### src/rtl/ball_sprite_engine_if.sv
// Raster-in / pixel-out bundle between vga_sync, the ball sprite engine and the pins.
// slave is the engine side; master is the raster source and pin sink.
interface ball_sprite_engine_if;
    logic [9:0] x;
    logic [9:0] y;
    logic       blank;
    logic       HS_in;
    logic       VS_in;
    logic       enable;
    logic       HSync;
    logic       VSync;
    logic [2:0] Red;
    logic [2:0] Green;
    logic [1:0] Blue;
    logic       bounce;
    logic [9:0] pos_x;
    logic [9:0] pos_y;

    modport slave (
        input  x, y, blank, HS_in, VS_in, enable,
        output HSync, VSync, Red, Green, Blue, bounce, pos_x, pos_y
    );

    modport master (
        output x, y, blank, HS_in, VS_in, enable,
        input  HSync, VSync, Red, Green, Blue, bounce, pos_x, pos_y
    );
endinterface

### src/rtl/ball_sprite_engine.sv
// Two-stage pixel pipeline drawing a 32x32 1-bpp bouncing ball sprite as RGB332,
// with syncs delayed to stay aligned and motion applied only in vertical blank.
module ball_sprite_engine #(
    parameter int             H_ACTIVE      = 640,
    parameter int             V_ACTIVE      = 480,
    parameter int             SIZE          = 32,
    parameter int             X0            = 50,
    parameter int             Y0            = 60,
    parameter int             STEP          = 2,
    parameter bit             USE_ROM_IMAGE = 1'b0,
    parameter logic [1023:0]  ROM_IMAGE     = '0
) (
    input  logic                  CLK,
    input  logic                  RST,
    ball_sprite_engine_if.slave   bus
);

    typedef enum logic {INC = 1'b0, DEC = 1'b1} dir_t;

    typedef struct packed {
        dir_t       dir;
        logic [9:0] pos;
    } axis_t;

    localparam logic [9:0] LIM_X  = 10'(H_ACTIVE - SIZE);
    localparam logic [9:0] LIM_Y  = 10'(V_ACTIVE - SIZE);
    localparam logic [9:0] STEP_V = 10'(STEP);
    localparam logic [9:0] SIZE_V = 10'(SIZE);
    localparam logic [9:0] V_TICK = 10'(V_ACTIVE);
    localparam axis_t      RST_X  = '{dir: INC, pos: 10'(X0)};
    localparam axis_t      RST_Y  = '{dir: INC, pos: 10'(Y0)};

    // Built-in disc image: byte (row*4 + col/8), MSB is the leftmost pixel.
    function automatic logic [1023:0] ball_bits();
        logic [1023:0] img;
        logic [9:0]    idx;
        int            dx;
        int            dy;
        img = '0;
        for (int r = 0; r < 32; r++) begin
            for (int c = 0; c < 32; c++) begin
                dx  = 2 * c - 31;
                dy  = 2 * r - 31;
                idx = 10'(r * 32 + (c / 8) * 8 + 7 - (c % 8));
                if (dx * dx + dy * dy <= 961) begin
                    img[idx] = 1'b1;
                end else begin
                    img[idx] = 1'b0;
                end
            end
        end
        return img;
    endfunction

    localparam logic [1023:0] ROM_BITS = USE_ROM_IMAGE ? ROM_IMAGE : ball_bits();

    // One frame of motion for one axis; clamps at the wall and reverses.
    function automatic axis_t step_axis(input axis_t cur, input logic [9:0] lim);
        axis_t nxt;
        nxt = cur;
        case (cur.dir)
            INC: begin
                if (({1'b0, cur.pos} + {1'b0, STEP_V}) >= {1'b0, lim}) begin
                    nxt.pos = lim;
                    nxt.dir = DEC;
                end else begin
                    nxt.pos = cur.pos + STEP_V;
                end
            end
            DEC: begin
                if (cur.pos <= STEP_V) begin
                    nxt.pos = 10'd0;
                    nxt.dir = INC;
                end else begin
                    nxt.pos = cur.pos - STEP_V;
                end
            end
            default: nxt = cur;
        endcase
        return nxt;
    endfunction

    axis_t      ax_x_r, ax_y_r, ax_x_nxt_s, ax_y_nxt_s;
    logic [9:0] y_prev_r;
    logic       tick_s, move_s, bounce_nxt_s;

    logic [9:0] xs_s, ys_s;
    logic [6:0] addr_s;
    logic       inside_s;

    logic [7:0] rom_q_r;
    logic [2:0] xb_r;
    logic       inside_r, blank_r, hs_r, vs_r;

    logic       pix_s;
    logic [2:0] red_s, green_s;
    logic [1:0] blue_s;

    // Offsets wrap modulo 1024, so pixels left of/above the sprite compare as large.
    assign xs_s     = bus.x - ax_x_r.pos;
    assign ys_s     = bus.y - ax_y_r.pos;
    assign inside_s = (xs_s < SIZE_V) && (ys_s < SIZE_V);
    assign addr_s   = {ys_s[4:0], xs_s[4:3]};

    assign tick_s   = (bus.y == V_TICK) && (y_prev_r != V_TICK);
    assign move_s   = tick_s && bus.enable;

    assign bus.pos_x = ax_x_r.pos;
    assign bus.pos_y = ax_y_r.pos;

    // Next position/direction for both axes and the bounce flag.
    always_comb begin
        ax_x_nxt_s   = ax_x_r;
        ax_y_nxt_s   = ax_y_r;
        bounce_nxt_s = 1'b0;
        if (move_s) begin
            ax_x_nxt_s   = step_axis(ax_x_r, LIM_X);
            ax_y_nxt_s   = step_axis(ax_y_r, LIM_Y);
            bounce_nxt_s = (ax_x_nxt_s.dir != ax_x_r.dir) || (ax_y_nxt_s.dir != ax_y_r.dir);
        end else begin
            ax_x_nxt_s   = ax_x_r;
            ax_y_nxt_s   = ax_y_r;
            bounce_nxt_s = 1'b0;
        end
    end

    // Motion state, frame-edge detector and bounce pulse.
    always_ff @(posedge CLK or posedge RST) begin
        if (RST) begin
            ax_x_r     <= RST_X;
            ax_y_r     <= RST_Y;
            y_prev_r   <= 10'd0;
            bus.bounce <= 1'b0;
        end else begin
            ax_x_r     <= ax_x_nxt_s;
            ax_y_r     <= ax_y_nxt_s;
            y_prev_r   <= bus.y;
            bus.bounce <= bounce_nxt_s;
        end
    end

    // Stage 1: ROM fetch plus the side-band that must travel with it.
    // Sync stages reset to the idle-high level so no sync glitch follows release.
    always_ff @(posedge CLK or posedge RST) begin
        if (RST) begin
            rom_q_r  <= 8'h00;
            xb_r     <= 3'd0;
            inside_r <= 1'b0;
            blank_r  <= 1'b0;
            hs_r     <= 1'b1;
            vs_r     <= 1'b1;
        end else begin
            rom_q_r  <= ROM_BITS[{addr_s, 3'b000} +: 8];
            xb_r     <= xs_s[2:0];
            inside_r <= inside_s;
            blank_r  <= bus.blank;
            hs_r     <= bus.HS_in;
            vs_r     <= bus.VS_in;
        end
    end

    assign pix_s = inside_r & rom_q_r[3'd7 - xb_r];

    // Colour choice: black in blanking, yellow ball, blue background.
    always_comb begin
        red_s   = 3'd0;
        green_s = 3'd0;
        blue_s  = 2'd0;
        if (blank_r) begin
            red_s   = 3'd0;
            green_s = 3'd0;
            blue_s  = 2'd0;
        end else if (pix_s) begin
            red_s   = 3'd7;
            green_s = 3'd7;
            blue_s  = 2'd0;
        end else begin
            red_s   = 3'd0;
            green_s = 3'd0;
            blue_s  = 2'd1;
        end
    end

    // Stage 2: registered pin outputs.
    always_ff @(posedge CLK or posedge RST) begin
        if (RST) begin
            bus.Red   <= 3'd0;
            bus.Green <= 3'd0;
            bus.Blue  <= 2'd0;
            bus.HSync <= 1'b1;
            bus.VSync <= 1'b1;
        end else begin
            bus.Red   <= red_s;
            bus.Green <= green_s;
            bus.Blue  <= blue_s;
            bus.HSync <= hs_r;
            bus.VSync <= vs_r;
        end
    end

endmodule

### src/flat_wrapper.sv
// flat-port wrapper written by rule: the top's interface ports become plain ports
module ball_sprite_engine_flat 
#(
    parameter int             H_ACTIVE      = 640,
    parameter int             V_ACTIVE      = 480,
    parameter int             SIZE          = 32,
    parameter int             X0            = 50,
    parameter int             Y0            = 60,
    parameter int             STEP          = 2,
    parameter bit             USE_ROM_IMAGE = 1'b0,
    parameter logic [1023:0]  ROM_IMAGE     = '0
)
  (CLK, RST, bus_x, bus_y, bus_blank, bus_HS_in, bus_VS_in, bus_enable, bus_HSync, bus_VSync, bus_Red, bus_Green, bus_Blue, bus_bounce, bus_pos_x, bus_pos_y);
  ball_sprite_engine_if bus_i ();
  input  logic CLK;
  input  logic RST;
  input wire logic [$bits(bus_i.x)-1:0] bus_x;
  input wire logic [$bits(bus_i.y)-1:0] bus_y;
  input wire logic [$bits(bus_i.blank)-1:0] bus_blank;
  input wire logic [$bits(bus_i.HS_in)-1:0] bus_HS_in;
  input wire logic [$bits(bus_i.VS_in)-1:0] bus_VS_in;
  input wire logic [$bits(bus_i.enable)-1:0] bus_enable;
  output wire logic [$bits(bus_i.HSync)-1:0] bus_HSync;
  output wire logic [$bits(bus_i.VSync)-1:0] bus_VSync;
  output wire logic [$bits(bus_i.Red)-1:0] bus_Red;
  output wire logic [$bits(bus_i.Green)-1:0] bus_Green;
  output wire logic [$bits(bus_i.Blue)-1:0] bus_Blue;
  output wire logic [$bits(bus_i.bounce)-1:0] bus_bounce;
  output wire logic [$bits(bus_i.pos_x)-1:0] bus_pos_x;
  output wire logic [$bits(bus_i.pos_y)-1:0] bus_pos_y;
  assign bus_i.x = bus_x;
  assign bus_i.y = bus_y;
  assign bus_i.blank = bus_blank;
  assign bus_i.HS_in = bus_HS_in;
  assign bus_i.VS_in = bus_VS_in;
  assign bus_i.enable = bus_enable;
  assign bus_HSync = bus_i.HSync;
  assign bus_VSync = bus_i.VSync;
  assign bus_Red = bus_i.Red;
  assign bus_Green = bus_i.Green;
  assign bus_Blue = bus_i.Blue;
  assign bus_bounce = bus_i.bounce;
  assign bus_pos_x = bus_i.pos_x;
  assign bus_pos_y = bus_i.pos_y;
  ball_sprite_engine #(.H_ACTIVE(H_ACTIVE), .V_ACTIVE(V_ACTIVE), .SIZE(SIZE), .X0(X0), .Y0(Y0), .STEP(STEP), .USE_ROM_IMAGE(USE_ROM_IMAGE), .ROM_IMAGE(ROM_IMAGE)) u_core (.CLK(CLK), .RST(RST), .bus(bus_i));
endmodule
### config.mk
export PLATFORM = sky130hd
export DESIGN_NAME = ball_sprite_engine_flat
export DESIGN_NICKNAME = d
export VERILOG_FILES = /design/src/rtl/ball_sprite_engine_if.sv /design/src/rtl/ball_sprite_engine.sv /design/src/flat_wrapper.sv
export SDC_FILE = /design/constraint.sdc
export NUM_CORES = 1
export LEC_CHECK = 0
export ABC_AREA = 1
export ABC_CLOCK_PERIOD_IN_PS = 3050
export BUFFER_PORTS_ARGS = -buffer_cell sky130_fd_sc_hd__buf_2
export CORE_ASPECT_RATIO = 1.2
export CORE_MARGIN = 4
export CORE_UTILIZATION = 37
export DETAILED_ROUTE_END_ITERATION = 6
export GPL_ROUTABILITY_DRIVEN = 0
export HOLD_SLACK_MARGIN = 0.06
export PLACE_DENSITY = 0.66
export SLEW_MARGIN = 10
export SYNTH_ARGS = -nofsm -noshare
export SYNTH_HDL_FRONTEND = slang
export SYNTH_SLANG_ARGS = --single-unit
### constraint.sdc
create_clock -name CLK -period 3.05 [get_ports CLK]
set_input_delay 0.1525 -clock CLK [delete_from_list [all_inputs] [get_ports CLK]]
set_output_delay 0.1525 -clock CLK [all_outputs]
set_load 0.03 [all_outputs]
==> results of run 1 <==
[registers in the layout, summed over array words and instances (netlist names), 3 cells and up]
register          flops
u_core.y_prev_r      10
u_core.bus.pos_x      9
u_core.bus.pos_y      9
u_core.rom_q_r        8
u_core.xb_r           3
[cells by family after synthesis]
logic type | synth area share [%]
compound gates | 11.7
fa+ha+maj | 8.10
mux | 0.222
flops | 28.0
buf+inv | 13.2
simple gates | 33.7
other cells | 0.166
xor+xnor | 4.83
[worst max path at each step]
stage / cells past startpoint / from / to / slack (ns)
2_1_floorplan: 14 / u_core.bus.pos_x[1]$_DFFE_PP1P_ / u_core.rom_q_r[5]$_DFF_PP0_ / 0.56
5_1_grt: 14 / u_core.bus.pos_x[2]$_DFFE_PP0P_ / u_core.rom_q_r[5]$_DFF_PP0_ / 0.001
3_3_place_gp: 14 / u_core.bus.pos_x[1]$_DFFE_PP1P_ / u_core.rom_q_r[5]$_DFF_PP0_ / 0.40
6_report: 14 / u_core.bus.pos_x[2]$_DFFE_PP0P_ / u_core.rom_q_r[5]$_DFF_PP0_ / 0.33
4_1_cts: 14 / u_core.bus.pos_x[1]$_DFFE_PP1P_ / u_core.rom_q_r[5]$_DFF_PP0_ / 0.27
3_5_place_dp: 14 / u_core.bus.pos_x[1]$_DFFE_PP1P_ / u_core.rom_q_r[5]$_DFF_PP0_ / 0.31
[stage by stage]
step / setup WS, ns / area, sq um / power (mW) / cells / utilization [%]
after global placement: 0.397 / 4750 / 1.21 / 833 / 40.5
after floorplan: 0.562 / 4520 / 1.10 / 657 / -
after global routing: 0.00106 / 5080 / 2.00 / 855 / 43.3
after detailed placement: 0.306 / 4750 / 1.21 / 833 / 40.5
final: 0.328 / 5080 / 1.89 / 855 / 43.3
after CTS: 0.273 / 5070 / 1.90 / 855 / 43.2
[placed cells by master, fill, tap and decap left out, types with 9 or more instances in the layout]
master / synthesis / final
nand2_1: 154 / 154
nor2_1: 79 / 79
inv_1: 77 / 76
buf_2: 6 / 53
nand3_1: 44 / 44
dfrtp_1: 39 / 39
o21ai_0: 34 / 34
ha_1: 26 / 26
nand4_1: 22 / 22
a21oi_1: 22 / 22
xor2_1: 20 / 19
dlygate4sd3_1: 0 / 14
inv_2: 10 / 11
dfstp_2: 11 / 11
nand2_2: 9 / 9
[metal layers]
metal	GRT usage, %	wire [um]	part of all wire (%)	vias up
li1	-	-	-	2181
met1	21.8	5120	45	1969
met2	28.3	5400	47	141
met3	2.76	647	5.7	22
met4	4.75	275	2.4	0
met5	0	0	0	-
[power by group through the flow]
stage               logic [mW]  registers (mW)  clock network [mW]
floorplan                0.358           0.743                   0
global placement         0.457           0.751                   0
detailed placement       0.455           0.751                   0
CTS                      0.473           0.739               0.693
global route             0.538           0.745               0.713
finish                   0.475           0.738               0.675
[Yosys cell counts (6+ instances only)]
cell      number
buf_2          6
inv_1         77
nand2_2        9
nand4_1       22
dfrtp_1       39
o211ai_1       6
nor2_1        79
xor2_1        20
a21oi_1       22
o21ai_0       34
dfstp_2       11
nor3_1         6
inv_2         10
nand3_1       44
buf_4         29
nand2_1      154
ha_1          26
[timing repair]
| item | CTS | global route |
|---|---|---|
| setup endpoints to repair | 0 | 1 |
| endpoints found under the hold margin | 41 | 0 |
| hold buffers | 14 | 0 |
| gates resized for setup | 0 | 1 |
[layout make-up]
cell class | instances | share of cell area [%]
Inverter | 87 | 6.43
Clock buffer | 6 | 2.74
Multi-Input combinational cell | 481 | 52.6
Tap cell | 157 | 3.87
Timing Repair Buffer | 72 | 8.72
Sequential cell | 50 | 24.9
Clock inverter | 2 | 0.764
[worst reg2reg max path, delay by kind of cell, from the launching register on]
kind / cells / cell delay (ns)
fa+ha+maj: 2 / 0.67
flops: 1 / 0.48
simple gates: 6 / 0.50
buf+inv: 2 / 0.23
xor+xnor: 1 / 0.29
compound gates: 3 / 0.47
==> flow_summary.ini, run 1 <==
[worst_setup_path]
regToRegSetupSlack_ns = 0.33
reg2reg_from = u_core.bus.pos_x[2]$_DFFE_PP0P_
cp-start-kind = flop
critical-path-max-stage-delay_ns = 0.48
crit_path_frequent_cell = nand2_1
endpoint_kind = flop
critPathSlowestCell = dfrtp_1
worstPathRequired_ns = 3.25
reg2reg_to = u_core.rom_q_r[5]$_DFF_PP0_
critical_path.max_fanout = 8
crit_family = adder cells
r2r_cells = 14
cp.arrival_ns = 2.92
critPathKind = flop to flop
crit_buf_inv = 2
cp_cell_sequence = inv_1 > ha_1 > nand2_1 > nand3_1 > xor2_1 > inv_1 > ha_1 > o21ai_0 > nand2_1 > o21ai_0 > nand2_1 > nand3_1 > nor2_1 > a41oi_1

[floorplan]
die_h_um = 129
start_util_pct = 38.5
die_width_um = 109
num_rows = 43
pin_count = 57
die-area_sq_um = 14000
fp.coreArea_sq_um = 11700

[detailed_routing]
ant_nets = 0
drc = 0
firstDrtPassIters = 5
drt-vias-per-instance = 5.04
drt_iter0_markers = 298
routedWlPerCell_um = 13.4
via_count = 4313
drt_wl_total_um = 11400

[yosys]
yosysUniqueCellTypes = 50
synth-edff-count = 0
synth-warning-count = 0
synth_flop_cell = dfrtp_1
synth_area_sq_um = 4510
avgSynthCellArea_sq_um = 6.90
synthArstFlopShare_pct = 100
ys_ff_latch = 50
synth_top_cell_by_area = dfrtp_1
synth_top_area_share_pct = 21.6
synthCells = 654
synthTopCellsByArea = dfrtp_1 (22%), nand2_1 (13%), ha_1 (7.2%), nor2_1 (6.6%), dfstp_2 (6.4%)
yosysSeqAreaShare_pct = 28.0

[sta]
tightest_slew_ns = 0.730
setup_tns_ns = 0
hold-worst-slack_ns = 0.111
finalCriticalPeriod_ns = 2.72
skew_ns = 0.00839
rsz0062_at_grt = false
maxSlewViolCount = 0
fmax_ghz = 0.367
period_share_pct = 89.3
hold_violations = 0
slew_headroom_pct = 51.3
finalSetupViolCount = 0

[final_layout]
drive_gt1_share_pct = 17.3
finalNetCount = 751
ff_latch_area_sq_um = 1260
multi_input_area_sq_um = 2670
diodes = 0
fillCellCount = 1230
area_growth_syn_to_layout_pct = 12.5

[clock_tree]
cts.sinks = 50
cts_setup_buffers = 0
cts_buffers = 5
clockBufferDepth = 2
clock_latency_ns = 0.29
tritoncts = yes
h-tree-depth = 2
clk_pin_slew_ns = 0.07
cts_root_buf = clkbuf_16

[power]
seq_power_share_pct = 39.1
swShare_pct = 31.4
p_comb_share_pct = 25.2
power_switching_mw = 0.594
p_clk_share_pct = 35.7
powerDensity_nw_per_um2 = 372
p_int_mw = 1.29
p_leak_nw = 2.60
peakVddDrop_mv = 0.265

[global_route]
grt_pass1_vias = 4087
antenna_found_initial = 0
grt_pass1_wl_um = 19000
grt-ovfl-total = 0
grt_max_degree = 36
grtUsageTotal_pct = 16.7

[outcome]
status = finished clean

[placement]
dp_hpwl_um = 8760
io_buffers = 53

[hold_path]
whs_path_depth = 1
worst_hold_path.endpoint = u_core.y_prev_r[0]$_DFF_PP0_
holdCritStartpoint = bus_y[0]
holdCritPathClass = primary input to flop

[flow_run]
drv_cap = 0
No activity file was read; power rests on OpenSTA's default activity.
==> run 2: changes to the inputs <==
Settings changed: ABC_CLOCK_PERIOD_IN_PS 3050 to not set, MAX_ROUTING_LAYER set to met4, SETUP_SLACK_MARGIN set to 0.4.
==> run 2 against run 1 <==
  * Largest cell class unchanged
  * Clock-buffer cell count unchanged
  * Clock power about the same
  * Combinational power increased by 4%
  * Clock skew about the same
  * Non-clock buffer count increased by 5
  * Power increased by 1.1%
  * Sequential power about the same
  * Worst setup slack improved by 0.19 ns
  * Cell count increased by 0.58%
  * Flip-flop and latch count unchanged
  * Critical endpoint is now u_core.rom_q_r[7]$_DFF_PP0_
  * Routed wire length increased by 0.59%
  * Design area increased by 1.5%
==> flow_summary.ini, run 2 (same netlist as run 1, synthesis figures left out) <==
[sta]
rsz0062_at_grt = true
hold-worst-slack_ns = 0.112
period_share_pct = 83.2
hold_violations = 0
slew_headroom_pct = 52.0
tightest_slew_ns = 0.719
skew_ns = 0.00857
setup_tns_ns = 0
finalCriticalPeriod_ns = 2.54
finalSetupViolCount = 0
maxSlewViolCount = 0
fmax_ghz = 0.394

[clock_tree]
cts.sinks = 50
clockBufferDepth = 2
clock_latency_ns = 0.29
cts_root_buf = clkbuf_16
h-tree-depth = 2
tritoncts = yes
cts_buffers = 5
clk_pin_slew_ns = 0.07

[worst_setup_path]
crit_family = simple AND/OR/NAND/NOR gates
cp.arrival_ns = 2.71
cp-start-kind = flop
endpoint_kind = flop
crit_path_frequent_cell = nand2_1
cp_cell_sequence = inv_1 > ha_1 > nand2_1 > nand3_1 > nand2_1 > nand2_1 > inv_1 > nor2_1 > a31oi_1 > o21ai_1 > nand2_1
critical-path-max-stage-delay_ns = 0.62
critical_path.max_fanout = 8
critPathKind = flop to flop
critPathSlowestCell = dfstp_2
worstPathRequired_ns = 3.22
crit_buf_inv = 2

[final_layout]
final_area_sq_um = 5150
stdcell_count = 860
diodes = 0
largest_reg_flops = 10
final_cell_mix = nand2_1 (154), nor2_1 (79), inv_1 (76), buf_2 (53), nand3_1 (43)
regMostFlops = u_core.y_prev_r
finalNetCount = 756
area_growth_syn_to_layout_pct = 14.2
layout_commonest_cell = nand2_1
drive_gt1_share_pct = 19.2

[power]
swShare_pct = 31.6
p_comb_share_pct = 25.9
seq_power_share_pct = 38.6
power_switching_mw = 0.604
p_int_mw = 1.31
p_clk_share_pct = 35.5
powerDensity_nw_per_um2 = 371
peakVddDrop_mv = 0.266
p_leak_nw = 2.63

[detailed_routing]
via_count = 4379
routedWlPerCell_um = 13.4
drt_wl_total_um = 11500
ant_nets = 0
drc = 0
drt-vias-per-instance = 5.09
drt_iter0_markers = 340
firstDrtPassIters = 5

[global_route]
grt-ovfl-total = 0
grtUsageTotal_pct = 17.2
grt_max_degree = 36
antenna_found_initial = 0
grt_pass1_vias = 4103
grt_pass1_wl_um = 19000

[floorplan]
start_util_pct = 38.5
die_h_um = 129
die-area_sq_um = 14000
fp.coreArea_sq_um = 11700
die_width_um = 109
num_rows = 43
pin_count = 57

[placement]
dp_cells = 833
io_buffers = 53
dp_hpwl_um = 8760
dpl_cell_area_sq_um = 4750

[flow_run]
drv_cap = 0

[outcome]
status = finished clean

[hold_path]
holdCritPathClass = primary input to flop
[run 2: cell count changes in the layout (fill, tap and decap cells not counted), moves of 2 or more]
cell     previous run  this run
buf_4               5        10
dfrtp_1            39        36
dfrtp_2             0         3
ha_1               26        24
o21ai_0            34        31
o21ai_1             5         7
[run 2: worst reg2reg max path, delay by kind of cell, from the launching register on]
family	cells	cell delay [ns]
simple gates	6	0.86
buf+inv	2	0.31
compound gates	2	0.22
fa+ha+maj	1	0.41
flops	1	0.62
[run 2: metal layers]
layer	GRT usage (%)	share of wire, %	vias up
li1	-	-	2186
met1	21.7	44	2009
met2	28.5	47	153
met3	2.36	6.0	31
met4	5.20	2.8	0
met5	-	0	-
[run 2: final timing paths]
| kind | start | endpoint | slack [ns] | cells after the start |
|---|---|---|---|---|
| hold / removal | bus_y[0] | u_core.y_prev_r[0]$_DFF_PP0_ | 0.11 | 1 |
| setup reg to reg | u_core.bus.pos_y[2]$_DFFE_PP1P_ | u_core.rom_q_r[7]$_DFF_PP0_ | 0.51 | 11 |
| min in group asynchronous | RST | u_core.bus.pos_y[9]$_DFFE_PP0P_ | 0.52 | 3 |
| hold reg to reg | u_core.hs_r$_DFF_PP1_ | u_core.bus.HSync$_DFF_PP1_ | 0.36 | 0 |
| setup / recovery | u_core.bus.pos_y[2]$_DFFE_PP1P_ | u_core.rom_q_r[7]$_DFF_PP0_ | 0.51 | 11 |
| max in group asynchronous | RST | u_core.bus.pos_x[1]$_DFFE_PP1P_ | 1.75 | 4 |
[run 2: area by class of cell]
| type | instances | area, sq um |
|---|---|---|
| Fill cell | 1230 | 6580 |
| Sequential cell | 50 | 1270 |
| Clock inverter | 2 | 38.8 |
| Clock buffer | 6 | 139 |
| Inverter | 87 | 327 |
| Tap cell | 157 | 196 |
| Multi-Input combinational cell | 481 | 2700 |
| Timing Repair Buffer | 77 | 480 |
[run 2: stage by stage]
stage                     power [mW]  setup WS (ns)  util [%]
final                           1.91          0.513      43.9
after global routing            2.01          0.365      43.9
after CTS                       1.91          0.434      43.4
after detailed placement        1.21          0.306      40.5
after global placement          1.21          0.397      40.5
after floorplan                 1.10          0.562         -
[run 2: repair_timing]
action / in CTS / in global routing
setup buffers: 1 / 4
hold buffers: 14 / 0
endpoints found under the setup margin: 6 / 8
pin swaps: 0 / 1
endpoints found under the hold margin: 41 / 0
resized for setup: 4 / 9
[run 2: power by group through the flow]
| stage | Combinational, mW | Clock, mW | Sequential (mW) |
|---|---|---|---|
| 6_report | 0.494 | 0.678 | 0.737 |
| 5_1_grt | 0.556 | 0.712 | 0.744 |
| 4_1_cts | 0.475 | 0.693 | 0.739 |
| 3_5_place_dp | 0.455 | 0 | 0.751 |
| 3_3_place_gp | 0.457 | 0 | 0.751 |
| 2_1_floorplan | 0.358 | 0 | 0.743 |
==> run 3: changes to the inputs <==
Settings changed: ABC_AREA 1 to 0.
Clock period 3.05 ns to 2.54 ns, I/O delays scaled along.
==> run 3 against run 2 <==
  * The run now ends with setup timing left
  * Worst hold slack improved by 0.069 ns
  * Die area decreased by 7.4%
  * Power increased by 11%
  * Clock power about the same
  * Sequential share of layout area decreased by 0.61 points
  * Flip-flop and latch count unchanged
  * Routed wire length increased by 3.2%
  * Worst setup slack got worse by 0.59 ns
  * Non-clock buffer count increased by 38
  * Global-route usage increased by 0.96 points
  * Sequential power increased by 18%
  * Highest routed layer unchanged
==> flow_summary.ini, run 3 <==
[worst_setup_path]
critical-path-max-stage-delay_ns = 0.57
cp_cell_sequence = inv_6 > fa_2 > a211o_1 > a21oi_2 > a21oi_2 > ha_4 > buf_12 > nand3b_1 > o21ai_2 > nor2_1 > a31oi_1 > nor3_1 > a31oi_1
crit_buf_inv = 2
endpoint_kind = flop
crit_family = compound AO/OA/AOI/OAI gates
cp-start-kind = flop
critPathSlowestCell = dfstp_2
cp.arrival_ns = 2.78
critical_path.max_fanout = 4
critPathKind = flop to flop
worstPathRequired_ns = 2.71

[clock_tree]
cts_root_buf = clkbuf_16
tritoncts = yes
clk_pin_slew_ns = 0.07
clockBufferDepth = 2
clock_latency_ns = 0.30
h-tree-depth = 2
cts.sinks = 50
cts_buffers = 5

[sta]
layout_setup_ws_ns = -0.0738
hold-worst-slack_ns = 0.180
finalSetupViolCount = 4
slew_headroom_pct = 64.5
tightest_slew_ns = 0.530
maxSlewViolCount = 0
fmax_ghz = 0.383
setup_tns_ns = -0.130
rsz0062_at_grt = true
period_share_pct = 103
hold_violations = 0
finalCriticalPeriod_ns = 2.61
skew_ns = 0.0115

[outcome]
status = finished, violations left
failed_checks = setup timing

[yosys]
yosysUniqueCellTypes = 71
synth_top_cell_by_area = dfrtp_1
synth_top_area_share_pct = 23.5
synth_most_common_cell = dfrtp_1
synthCells = 497
synthArstFlopShare_pct = 100
synth-edff-count = 0
ys_ff_latch = 50
synth_area_sq_um = 4150
synthTopCellsByArea = dfrtp_1 (24%), ha_1 (7.8%), dfstp_2 (7.0%), buf_4 (4.7%), a21oi_1 (3.9%)
synth-warning-count = 0
ys_top_cells_by_count = dfrtp_1 (39), nand2_1 (38), a21oi_1 (32)
yosysSeqAreaShare_pct = 30.5
avgSynthCellArea_sq_um = 8.36
synth_flop_cell = dfrtp_1

[global_route]
grt_pass1_wl_um = 18700
grt_pass1_vias = 3935
antenna_found_initial = 0
grtUsageTotal_pct = 18.1
grt_max_degree = 23
grt-ovfl-total = 0

[detailed_routing]
ant_nets = 0
drc = 0
via_count = 4122
routedWlPerCell_um = 16.9
drt_wl_total_um = 11900
drt_iter0_markers = 185
drt-vias-per-instance = 5.86
firstDrtPassIters = 5

[final_layout]
largest_reg_flops = 10
final_cell_mix = buf_2 (53), buf_4 (40), dfrtp_1 (37), nand2_1 (36), a21oi_1 (25)
area_growth_syn_to_layout_pct = 27.1
layout_commonest_cell = buf_2
drive_gt1_share_pct = 32.2
multi_input_area_sq_um = 2790
diodes = 0
finalNetCount = 624
regMostFlops = u_core.y_prev_r
fillCellCount = 1030
final_area_sq_um = 5280
stdcell_count = 703
ff_latch_area_sq_um = 1270

[floorplan]
num_rows = 42
die_h_um = 124
die_width_um = 105
fp.coreArea_sq_um = 11000
pin_count = 57
die-area_sq_um = 13000
start_util_pct = 37.8

[power]
powerDensity_nw_per_um2 = 403
p_leak_nw = 2.23
peakVddDrop_mv = 0.232

[hold_path]
holdCritPathClass = primary input to flop

[placement]
io_buffers = 53
post-place-ws_ns = -0.124
dp_cells = 665
dp_hpwl_um = 8580
dpl_cell_area_sq_um = 4590

[flow_run]
drv_cap = 0
## run 3: changes by cell type after synthesis, moves of 10 or more
cell      change
xor2_1       -11
nand3_1      -23
inv_1        -49
nand2_1     -116
nor3_1       +16
clkbuf_1     +15
nor2_1       -57
a21oi_1      +10
nand4_1      -14
## run 3: power breakdown
group / internal (mW) / switching, mW / total [mW]
logic: 0.269 / 0.315 / 0.584
registers: 0.844 / 0.0251 / 0.869
clock network: 0.368 / 0.307 / 0.675
total: 1.48 / 0.647 / 2.13
## run 3: worst reg2reg max path: cells and delay by family, from the launching register on
kind	cells	cell delay, ns
compound gates	6	0.77
fa+ha+maj	2	0.58
buf+inv	2	0.17
flops	1	0.57
simple gates	3	0.41
## run 3: path summary, 6_finish.rpt
| kind | from | end | slack [ns] | depth (start not counted) |
|---|---|---|---|---|
| max | u_core.bus.pos_x[1]$_DFFE_PP1P_ | u_core.rom_q_r[5]$_DFF_PP0_ | -0.07 | 13 |
| min in group asynchronous | RST | u_core.bus.pos_x[2]$_DFFE_PP0P_ | 0.32 | 3 |
| min reg2reg | u_core.hs_r$_DFF_PP1_ | u_core.bus.HSync$_DFF_PP1_ | 0.36 | 0 |
| min | bus_x[2] | u_core.xb_r[2]$_DFF_PP0_ | 0.18 | 3 |
| max reg2reg | u_core.bus.pos_x[1]$_DFFE_PP1P_ | u_core.rom_q_r[5]$_DFF_PP0_ | -0.07 | 13 |
| max in group asynchronous | RST | u_core.bus.pos_y[5]$_DFFE_PP1P_ | 1.58 | 4 |
## run 3: per-stage QoR
| step | power [mW] | utilization [%] |
|---|---|---|
| 6_report | 2.13 | 48.1 |
| 5_1_grt | 2.22 | 48.1 |
| 4_1_cts | 2.10 | 46.9 |
| 3_5_place_dp | 1.35 | 41.8 |
| 3_3_place_gp | 1.34 | 41.8 |
| 2_1_floorplan | 1.22 | - |
## run 3: logic make-up after synthesis
family                     Yosys count  synth area share [%]
buffers and inverters               81                  9.91
adders and majority gates           28                  8.80
other                                2                 0.181
and+or+nand+nor                    156                  19.8
AOI/OAI and AO/OA                  153                  24.2
DFF                                 50                  30.5
muxes                                9                  2.89
xor gates and xnor gates            18                  3.80
## run 3: what timing repair did
action / CTS / global route
setup buffers: 11 / 5
endpoints found under the setup margin: 26 / 26
hold buffers: 14 / 0
pin swaps: 12 / 14
resized for setup: 38 / 25
endpoints found under the hold margin: 25 / 0
## run 3: area by class of cell
class	count	area share [%]
multi-input cells	369	52.8
flip-flops and latches	50	24.0
repair buffers	115	15.2
well taps	132	3.13
clock buffers	8	2.58
inverters	29	2.20
## run 3: per-layer routing
layer | track usage [%] | wire length (um)
met1 | 20.7 | 4820
met2 | 31.7 | 6250
met3 | 2.54 | 515
met4 | 8.61 | 280
met5 | - | 0
